--- src/rtl/frame_deser_pkg.sv ---
// frame_deser_pkg: shared types and constants for the frame deserializer.
// Optional statistics outputs are enabled with FRAME_DESER_STATS_EN (see top).
package frame_deser_pkg;

   // Receive FSM states.
   typedef enum logic [1:0] {
      HUNT    = 2'd0,
      PAYLOAD = 2'd1,
      CHECK   = 2'd2
   } state_t;

   // Default sync word, transmitted MSB first.
   localparam logic [7:0] DEFAULT_SYNC_PATTERN = 8'hD5;

   // Width of the saturating statistics counters.
   localparam int STATS_W = 16;

   // Bits needed for a counter holding 0..n-1 (never less than one bit).
   function automatic int cnt_w(input int n);
      return (n <= 2) ? 1 : $clog2(n);
   endfunction

   function automatic int max_int(input int a, input int b);
      return (a > b) ? a : b;
   endfunction

endpackage

--- src/rtl/frame_deserializer_sync_detector.sv ---
// sync_detector: sliding-window comparator for the frame sync word.
// The window is the previous SYNC_W-1 bits plus the bit on the input, so a
// match is flagged on the same edge that samples the last sync bit. Only the
// history bits need storage; requires SYNC_W >= 2.
module sync_detector
   import frame_deser_pkg::*;
#(
   parameter int                SYNC_W       = 8,
   parameter logic [SYNC_W-1:0] SYNC_PATTERN = SYNC_W'(DEFAULT_SYNC_PATTERN)
) (
   input  logic clk_i,
   input  logic rstn_i,
   input  logic clear_i,
   input  logic bit_i,
   output logic match_o
);

   logic [SYNC_W-2:0] hist_q;
   logic [SYNC_W-1:0] window;

   assign window  = {hist_q, bit_i};
   assign match_o = (window == SYNC_PATTERN);

   // Shift every cycle so overlapping candidates are all examined; clear drops stale history.
   always_ff @(posedge clk_i) begin
      if (!rstn_i) begin
         hist_q <= '0;
      end else if (clear_i) begin
         hist_q <= '0;
      end else begin
         hist_q <= window[SYNC_W-2:0];
      end
   end

endmodule

--- src/rtl/frame_deserializer.sv ---
// frame_deserializer: hunts a sync word in the descrambled bit stream, then
// assembles FRAME_LEN payload words of DATA_W bits per frame with a flywheel
// that tolerates MISS_MAX-1 consecutive corrupted sync words.
// Define FRAME_DESER_STATS_EN to add good_frames_o / sync_errs_o counters.
module frame_deserializer
   import frame_deser_pkg::*;
#(
   parameter int                DATA_W       = 8,
   parameter int                SYNC_W       = 8,
   parameter logic [SYNC_W-1:0] SYNC_PATTERN = SYNC_W'(DEFAULT_SYNC_PATTERN),
   parameter int                FRAME_LEN    = 16,
   parameter int                MISS_MAX     = 3
) (
   input  logic               clk_i,
   input  logic               rstn_i,
   input  logic               data_i,
   output logic [DATA_W-1:0]  data_o,
   output logic               valid_o,
   output logic               sof_o,
   output logic               locked_o,
   output logic               sync_err_o
`ifdef FRAME_DESER_STATS_EN
   ,
   output logic [STATS_W-1:0] good_frames_o,
   output logic [STATS_W-1:0] sync_errs_o
`endif
);

   localparam int BIT_W  = cnt_w(max_int(DATA_W, SYNC_W));
   localparam int WORD_W = cnt_w(FRAME_LEN);
   localparam int MISS_W = cnt_w(MISS_MAX + 1);

   localparam logic [BIT_W-1:0]  DATA_LAST  = BIT_W'(DATA_W - 1);
   localparam logic [BIT_W-1:0]  SYNC_LAST  = BIT_W'(SYNC_W - 1);
   localparam logic [WORD_W-1:0] FRAME_LAST = WORD_W'(FRAME_LEN - 1);
   localparam logic [MISS_W-1:0] MISS_LIMIT = MISS_W'(MISS_MAX);

   state_t              state_q,    state_d;
   logic [BIT_W-1:0]    bit_cnt_q,  bit_cnt_d;
   logic [WORD_W-1:0]   word_cnt_q, word_cnt_d;
   logic [MISS_W-1:0]   miss_cnt_q, miss_cnt_d;
   logic [DATA_W-2:0]   wr_q,       wr_d;
   logic [DATA_W-1:0]   data_q,     data_d;
   logic                valid_q,    valid_d;
   logic                sof_q,      sof_d;
   logic                locked_q,   locked_d;
   logic                sync_err_q, sync_err_d;

   logic                sync_match;
   logic                sync_clear;
   logic [DATA_W-1:0]   word_next;
   logic [MISS_W-1:0]   miss_inc;

   sync_detector #(
      .SYNC_W       (SYNC_W),
      .SYNC_PATTERN (SYNC_PATTERN)
   ) u_sync_detector (
      .clk_i   (clk_i),
      .rstn_i  (rstn_i),
      .clear_i (sync_clear),
      .bit_i   (data_i),
      .match_o (sync_match)
   );

   assign word_next = {wr_q, data_i};
   assign miss_inc  = miss_cnt_q + MISS_W'(1);

   // Next-state logic: sync hunting, payload assembly and flywheel sync checking.
   always_comb begin
      state_d    = state_q;
      bit_cnt_d  = bit_cnt_q;
      word_cnt_d = word_cnt_q;
      miss_cnt_d = miss_cnt_q;
      wr_d       = wr_q;
      data_d     = data_q;
      valid_d    = 1'b0;
      sof_d      = 1'b0;
      locked_d   = locked_q;
      sync_err_d = 1'b0;
      sync_clear = 1'b0;

      unique case (state_q)
         HUNT: begin
            if (sync_match) begin
               state_d    = PAYLOAD;
               bit_cnt_d  = '0;
               word_cnt_d = '0;
               miss_cnt_d = '0;
               locked_d   = 1'b1;
            end
         end

         PAYLOAD: begin
            wr_d = word_next[DATA_W-2:0];
            if (bit_cnt_q == DATA_LAST) begin
               data_d    = word_next;
               valid_d   = 1'b1;
               sof_d     = (word_cnt_q == '0);
               bit_cnt_d = '0;
               if (word_cnt_q == FRAME_LAST) begin
                  state_d = CHECK;
               end else begin
                  word_cnt_d = word_cnt_q + WORD_W'(1);
               end
            end else begin
               bit_cnt_d = bit_cnt_q + BIT_W'(1);
            end
         end

         CHECK: begin
            if (bit_cnt_q == SYNC_LAST) begin
               bit_cnt_d  = '0;
               word_cnt_d = '0;
               if (sync_match) begin
                  miss_cnt_d = '0;
                  state_d    = PAYLOAD;
               end else begin
                  sync_err_d = 1'b1;
                  miss_cnt_d = miss_inc;
                  if (miss_inc == MISS_LIMIT) begin
                     // Too many misses in a row: alignment is gone, restart the hunt cleanly.
                     state_d    = HUNT;
                     locked_d   = 1'b0;
                     sync_clear = 1'b1;
                  end else begin
                     state_d = PAYLOAD;
                  end
               end
            end else begin
               bit_cnt_d = bit_cnt_q + BIT_W'(1);
            end
         end

         default: begin
            state_d  = HUNT;
            locked_d = 1'b0;
         end
      endcase
   end

   // State and output registers; reset aborts any partial word without a strobe.
   always_ff @(posedge clk_i) begin
      if (!rstn_i) begin
         state_q    <= HUNT;
         bit_cnt_q  <= '0;
         word_cnt_q <= '0;
         miss_cnt_q <= '0;
         wr_q       <= '0;
         data_q     <= '0;
         valid_q    <= 1'b0;
         sof_q      <= 1'b0;
         locked_q   <= 1'b0;
         sync_err_q <= 1'b0;
      end else begin
         state_q    <= state_d;
         bit_cnt_q  <= bit_cnt_d;
         word_cnt_q <= word_cnt_d;
         miss_cnt_q <= miss_cnt_d;
         wr_q       <= wr_d;
         data_q     <= data_d;
         valid_q    <= valid_d;
         sof_q      <= sof_d;
         locked_q   <= locked_d;
         sync_err_q <= sync_err_d;
      end
   end

   assign data_o     = data_q;
   assign valid_o    = valid_q;
   assign sof_o      = sof_q;
   assign locked_o   = locked_q;
   assign sync_err_o = sync_err_q;

`ifdef FRAME_DESER_STATS_EN
   logic [STATS_W-1:0] good_frames_q;
   logic [STATS_W-1:0] sync_errs_q;
   logic               check_last;

   assign check_last = (state_q == CHECK) && (bit_cnt_q == SYNC_LAST);

   // Saturating counts of good in-lock sync words and of sync error pulses.
   always_ff @(posedge clk_i) begin
      if (!rstn_i) begin
         good_frames_q <= '0;
         sync_errs_q   <= '0;
      end else begin
         if (check_last && sync_match && (good_frames_q != '1)) begin
            good_frames_q <= good_frames_q + STATS_W'(1);
         end
         if (check_last && !sync_match && (sync_errs_q != '1)) begin
            sync_errs_q <= sync_errs_q + STATS_W'(1);
         end
      end
   end

   assign good_frames_o = good_frames_q;
   assign sync_errs_o   = sync_errs_q;
`endif

endmodule

--- config.mk ---
export PLATFORM = sky130hd
export DESIGN_NAME = frame_deserializer
export DESIGN_NICKNAME = d
export VERILOG_FILES = /design/src/rtl/frame_deser_pkg.sv /design/src/rtl/frame_deserializer_sync_detector.sv /design/src/rtl/frame_deserializer.sv
export SDC_FILE = /design/constraint.sdc
export NUM_CORES = 1
export LEC_CHECK = 0
export ABC_AREA = 1
export CORE_MARGIN = 2
export CORE_UTILIZATION = 38
export DETAILED_ROUTE_END_ITERATION = 16
export GPL_ROUTABILITY_DRIVEN = 0
export GPL_TIMING_DRIVEN = 0
export MAX_ROUTING_LAYER = met4
export PLACE_DENSITY = 0.6
export SYNTH_ARGS = -nofsm -noshare
export SYNTH_HDL_FRONTEND = slang
export SYNTH_SLANG_ARGS = --single-unit
--- constraint.sdc ---
create_clock -name clk_i -period 4.6 [get_ports clk_i]
set_clock_uncertainty 0.15 [all_clocks]
set_input_delay 0.92 -clock clk_i [delete_from_list [all_inputs] [get_ports clk_i]]
set_output_delay 0.92 -clock clk_i [all_outputs]
set_load 0.03 [all_outputs]
After elaboration in Yosys (flattened, before gate mapping)
Cells that the tools add are included.
- bits in registers: 37
- word-level logic and storage cells: 75
- output and inout bits: 12
- bitwise gates (word level): 2
- reduce and logical (&&, ||, !) cells: 16
- eq/ne operators: 13
- $add $sub $neg: 3
- mux-type cells: 30
- operator list (kind ; number):
    2-to-1 mux 4 bit ; 4
    2-to-1 mux 2 bit ; 7
    inequality test 2 bit (second input constant) ; 7
    2-to-1 mux 1 bit ; 12
    case mux 4 bit (3 select lines) ; 1
    AND reduction 5 bit ; 2
    AND reduction 3 bit ; 3
    equality test 8 bit (second input constant) ; 1
    2-to-1 mux 3 bit ; 2
    case mux 2 bit (3 select lines) ; 1
    case mux 3 bit (2 select lines) ; 1
    AND reduction 2 bit ; 3
    adder 4 x 1 -> 4 bit (second input constant) ; 1
    equality test 2 bit (second input constant) ; 2
    equality test 4 bit (second input constant) ; 1
    logical NOT 4 bit ; 1
    case mux 2 bit (2 select lines) ; 1
    AND reduction 4 bit ; 1
    nonzero test 2 bit ; 2
    OR reduction 2 bit ; 2
    adder 3 x 1 -> 3 bit (second input constant) ; 1
    equality test 3 bit (second input constant) ; 1
    case mux 1 bit (3 select lines) ; 1
    nonzero test 3 bit ; 1
    other kinds (4) ; 5

Longest topological paths before layout
Gate-level depths: netlist of the first run.
- depth after elaboration: 7
- mapped depth: 10
- mapped depth without buffers: 10

Cells and area by module
From an unflattened synthesis of the first run, not the netlist that was laid out.
- cell total of the unflattened synthesis: 221
- area, all modules: 1660.3 um^2
- by module, submodules not included (module ; seq. area each (um^2) ; area each (um^2) ; times used ; cells each):
    frame_deserializer ; 600.6 ; 1421.4 ; 1 ; 189
    sync_detector ; 140.1 ; 239.0 ; 1 ; 32

Worst setup path after synthesis of the first run
Ideal clock, no wire load.
- path kind: input to register
- start: input port data_i
- end: register u_sync_detector.hist_q[0]
- library setup time: 129 ps
- stages on the path: 6
- path slack: 2788 ps
- arrival time: 1533 ps
- required time: 4321 ps
- cells stage by stage: nand2_1 > nor2_1 > nand2_2 > nand2_1 > o21ai_1 > nor2_1
- word-level cells in the longest chain between the ends: 5
- RTL lines (item ; line ; source):
    start: declaration ; frame_deserializer.sv:16 ; input logic data_i,
    equality test 8 bit ; frame_deserializer_sync_detector.sv:22 ; assign match_o = (window == SYNC_PATTERN);
    2-to-1 mux 1 bit ; frame_deserializer.sv:114 ; if (sync_match) begin
    2-to-1 mux 1 bit ; frame_deserializer.sv:111 ; if (bit_cnt_q == SYNC_LAST) begin
    2-to-1 mux 1 bit ; frame_deserializer.sv:82 ; unique case (state_q)
    OR reduction 2 bit (no line) ; - ;
    end signal: assignment ; frame_deserializer_sync_detector.sv:31 ; hist_q <= window[SYNC_W-2:0];
    end: declaration ; frame_deserializer_sync_detector.sv:18 ; logic [SYNC_W-2:0] hist_q;
Parallel ways exist; a longest one is shown, timed or not.
A chain may end at the register's enable or synchronous reset.

Worst setup path in the final report of the first run
- start: register data_q[0], in the netlist data_o[0]
- end: output port data_o[0]
- RTL lines (item ; line ; source):
    start: declaration ; frame_deserializer.sv:43 ; logic [DATA_W-1:0] data_q, data_d;
    start signal: assignment ; frame_deserializer.sv:160 ; data_q <= data_d;
    end: declaration ; frame_deserializer.sv:17 ; output logic [DATA_W-1:0] data_o,
No word-level cell between the ends.

==> results of run 1 <==
==> routing by layer <==
| layer | global-route usage | vias to the layer above | routed length, microns |
|---|---|---|---|
| met5 | - | - | 0 |
| met2 | 0.236 | 12 | 1290 |
| li1 | - | 694 | - |
| met1 | 0.192 | 570 | 1640 |
| met4 | 0.0675 | 0 | 51 |
| met3 | 0.0390 | 5 | 88 |
==> placed cells by master (no fill, tap or decap), types with 2 or more instances in the layout <==
cell             count
nand2_2              5
inv_1               22
inv_2                3
ha_1                10
a21oi_1             20
dfxtp_1             37
o21ai_0             14
nand3_1             11
clkbuf_8             6
o21ai_2              2
nor2_1              33
nand2_1             35
clkdlybuf4s50_1     14
==> cells in the mapped netlist (2+ instances only) <==
| library cell | number |
|---|---|
| dfxtp_1 | 37 |
| nand2_1 | 35 |
| nor2_1 | 33 |
| inv_1 | 22 |
| a21oi_1 | 20 |
| o21ai_0 | 14 |
| nand3_1 | 11 |
| ha_1 | 10 |
| nand2_2 | 5 |
| inv_2 | 3 |
| o21ai_2 | 2 |
==> final timing paths <==
check             slack (ns)                   endpoint                 startpoint
hold / removal          0.28  u_sync_detector.hist_q[2]  u_sync_detector.hist_q[1]
setup / recovery        2.23                  data_o[0]                  data_o[0]
hold reg to reg         0.28  u_sync_detector.hist_q[2]  u_sync_detector.hist_q[1]
setup reg to reg        2.88              word_cnt_q[2]               bit_cnt_q[0]
==> through the flow <==
step | cell area [sq um] | instances | setup WS, ns
after floorplan | 1590 | 206 | 2.79
after global placement | 1790 | 270 | 2.04
after detailed placement | 1790 | 270 | 2.04
after CTS | 1910 | 278 | 2.22
after global routing | 1910 | 278 | 2.19
final | 1910 | 278 | 2.23
==> state kept, by name, indices dropped and copies added (netlist names) <==
signal                  flops
bit_cnt_q                   3
data_o                      8
locked_o                    1
miss_cnt_q                  2
sof_o                       1
state_q                     2
sync_err_o                  1
u_sync_detector.hist_q      7
valid_o                     1
word_cnt_q                  4
wr_q                        7
==> final cells by class <==
type                       instances  area, sq um
buffer                             5         31.3
clock buffer                       6         82.6
clock inverter                     2         37.5
fill                             404         2090
inverter                          26         97.6
multi-input combinational        138          719
sequential                        37          741
tap                               50         62.6
timing repair buffer              14          140
==> power by group <==
part | internal [mW] | total [mW] | switching [mW]
sequential | 0.365 | 0.389 | 0.0237
clock | 0.176 | 0.292 | 0.116
combinational | 0.150 | 0.424 | 0.274
total | 0.691 | 1.10 | 0.414
==> kinds of logic (layout without fill, tap and decap cells) <==
family	Yosys count	count (layout)	synth area share
flops	37	37	0.466
simple gates	89	89	0.238
compound gates	39	39	0.136
buf+inv	31	53	0.0811
fa+ha+maj	10	10	0.0787
==> metrics list, run 1 <==
- The analysis attributes to cell leakage a power of a little over 0.8 nW.
* DIE WIDTH: between 60 and 70 microns
- Global route total overflow: 0
- Required time at the endpoint of the critical path: approximately 3.5 ns
- In the finished design, the share of the clock period the worst path needs comes to 0.514.
- In this run the cell area of the synthesized design comes to 1590 sq um.
- Ranking of synthesized cells by area: dfxtp_1 47%, nand2_1 8.3%, ha_1 7.9%, nor2_1 7.8%, a21oi_1 6.3%
- Of the synthesized area, sequential elements account for 0.466.
* Delay of the slowest cell on the worst path: between 0.6 and 0.7 ns
* Slowest stage cell on the critical path: clkdlybuf4s50_1
- Synthesis produced a netlist whose cell count is between 200 and 250.
* Data arrival time of the worst path: 1.30 ns
* Via density per instance: roughly 4.6
* CTS tree: yes
* Number of design-rule violations left by the first detailed-router iteration: 39
- The worst setup path is launched from a flip-flop.
- Post-synth top area share: 0.466
* Number of instances on the worst hold path: 2
* Floorplan row count: 23
- Register bit total from synthesis: 37
- DIE AREA: about 4700 sq um
- Kind of cell adding the most delay to the critical path: buffers and inverters
* Total CTS buffers: 5
- Hold timing on the final database bottoms out at a slack of 0.276 ns.
- The number of gates resized after CTS was 0.
* Clock Path Buffers: 2
- Setup repair after global routing left no endpoint under its margin.
- In this run the worst hold path is classified as flip-flop to flip-flop.
- Pin count of the biggest net entering global routing: 13
- The final layout contains routed wiring with a total length of just over 3 mm.
- Count of hold buffers inserted by post-cts repair: 0
* Average size of a mapped cell: between 7 and 8 sq um
* Height of the die: between 60 and 70 microns
* Vias in the first global route: between 1,000 and 1,500
- Buffers added to address setup during post-CTS repair amount to 0.
- The worst pin sits at a relative slew slack of 0.665.
* Dominant register cell in the synthesized netlist: dfxtp_1
- For this configuration, the core starts out at a cell density of 0.397.
- Post-synth EDFFs: 0
* Number of distinct library cells after synthesis: 25
- In this run the number of cells on the critical path is 1.
- The design draws between 1 and 1.5 mW.
- The number of antenna violations at the first check in global routing came to 0.
- CP Max Fanout: 2
- Counting every net in the synthesized netlist gives 219.
- In the final timing run, aggregate negative setup slack is 0 ns.
- In the final design database the tool counted between 200 and 250 nets.
- Post-DP HPWL: 2.18 mm
- Once layout is complete, the utilization of the core stands at 0.478.
- In the routed design, unresolved DRC markers number 0.
- Power density of the placed cells: ~580 nW/um^2
- At the pin with the least slew margin, the transition time is about 0.50 ns.
- Share of layout cells above drive strength 1: 0.105
* GR Util All Layers: 0.154
- The run finished with clean final reports.
* Area overhead of the layout relative to synthesis: 20.3%
- Setup violations remaining at the end of the flow were counted as 0.
* Core Footprint: ~4000 sq um
* I/O pin total: 15
- Clock latency on the worst-skew pair, taken at its later pin, is between 0.2 and 0.3 ns.
* Max-capacitance violation count: 0
* Max-slew violation count: 0
- Derived from the worst setup path, the maximum achievable clock frequency is 423 MHz.
- STA classifies the critical path endpoint as an output pin.
- Port-buffer cells: 14
- Number of hold violations in the final report: 0
- VDD IR-drop max: between 0.0003 and 0.0004 V
- The root buffer cell chosen for the clock tree is clkbuf_8.
- Average routed wire per standard cell: 11.0 microns
* Number of vias in the routed layout: 1,281
- Yosys warning total: 0
- The number of cells on the worst reg-to-reg path is 8.
- Summed over all instances, the cell type with the most area after synthesis is dfxtp_1.
* Worst Setup Path Type: flip-flop to output pin
- Sinks on the clock net: 37
- The first global-routing pass estimated 5.20 mm of wire.
- In the synthesized netlist the async set-or-reset flop fraction comes to 0.
- Traced cell by cell, the critical path runs through clkdlybuf4s50_1.
* Clock-pin transition on the worst setup and hold timing paths: roughly 0.070 ns
- Antenna viol nets, final: 0
- Count of H-tree levels built during CTS: 2
- The worst path needs around 2.4 ns of the cycle, external delays included.
- 0 antenna diodes ended up in the layout.
* Total buffers and inverters traversed by the critical path: 1
* First-pass iteration count of the detailed router: 4
Power figures use the tool's default switching activity.
==> run 2, diff against run 1 <==
==> constraint.sdc (replaced) <==
create_clock -name clk_i -period 2.2 [get_ports clk_i]
set_clock_uncertainty 0.15 [all_clocks]
set_input_delay 0.44 -clock clk_i [delete_from_list [all_inputs] [get_ports clk_i]]
set_output_delay 0.44 -clock clk_i [all_outputs]
set_load 0.03 [all_outputs]
==> results of run 2 <==
Same layout as run 1 (identical final DEF). Status: finished clean.
Main changes from that run: setup slack after placement 2.04 ns -> 0.122 ns; setup slack after layout 2.23 ns -> 0.314 ns; register-to-register setup slack 2.88 ns -> 0.48 ns; total power 1.10 mW -> 2.31 mW; worst IR drop on VDD 0.000314 V -> 0.000656 V
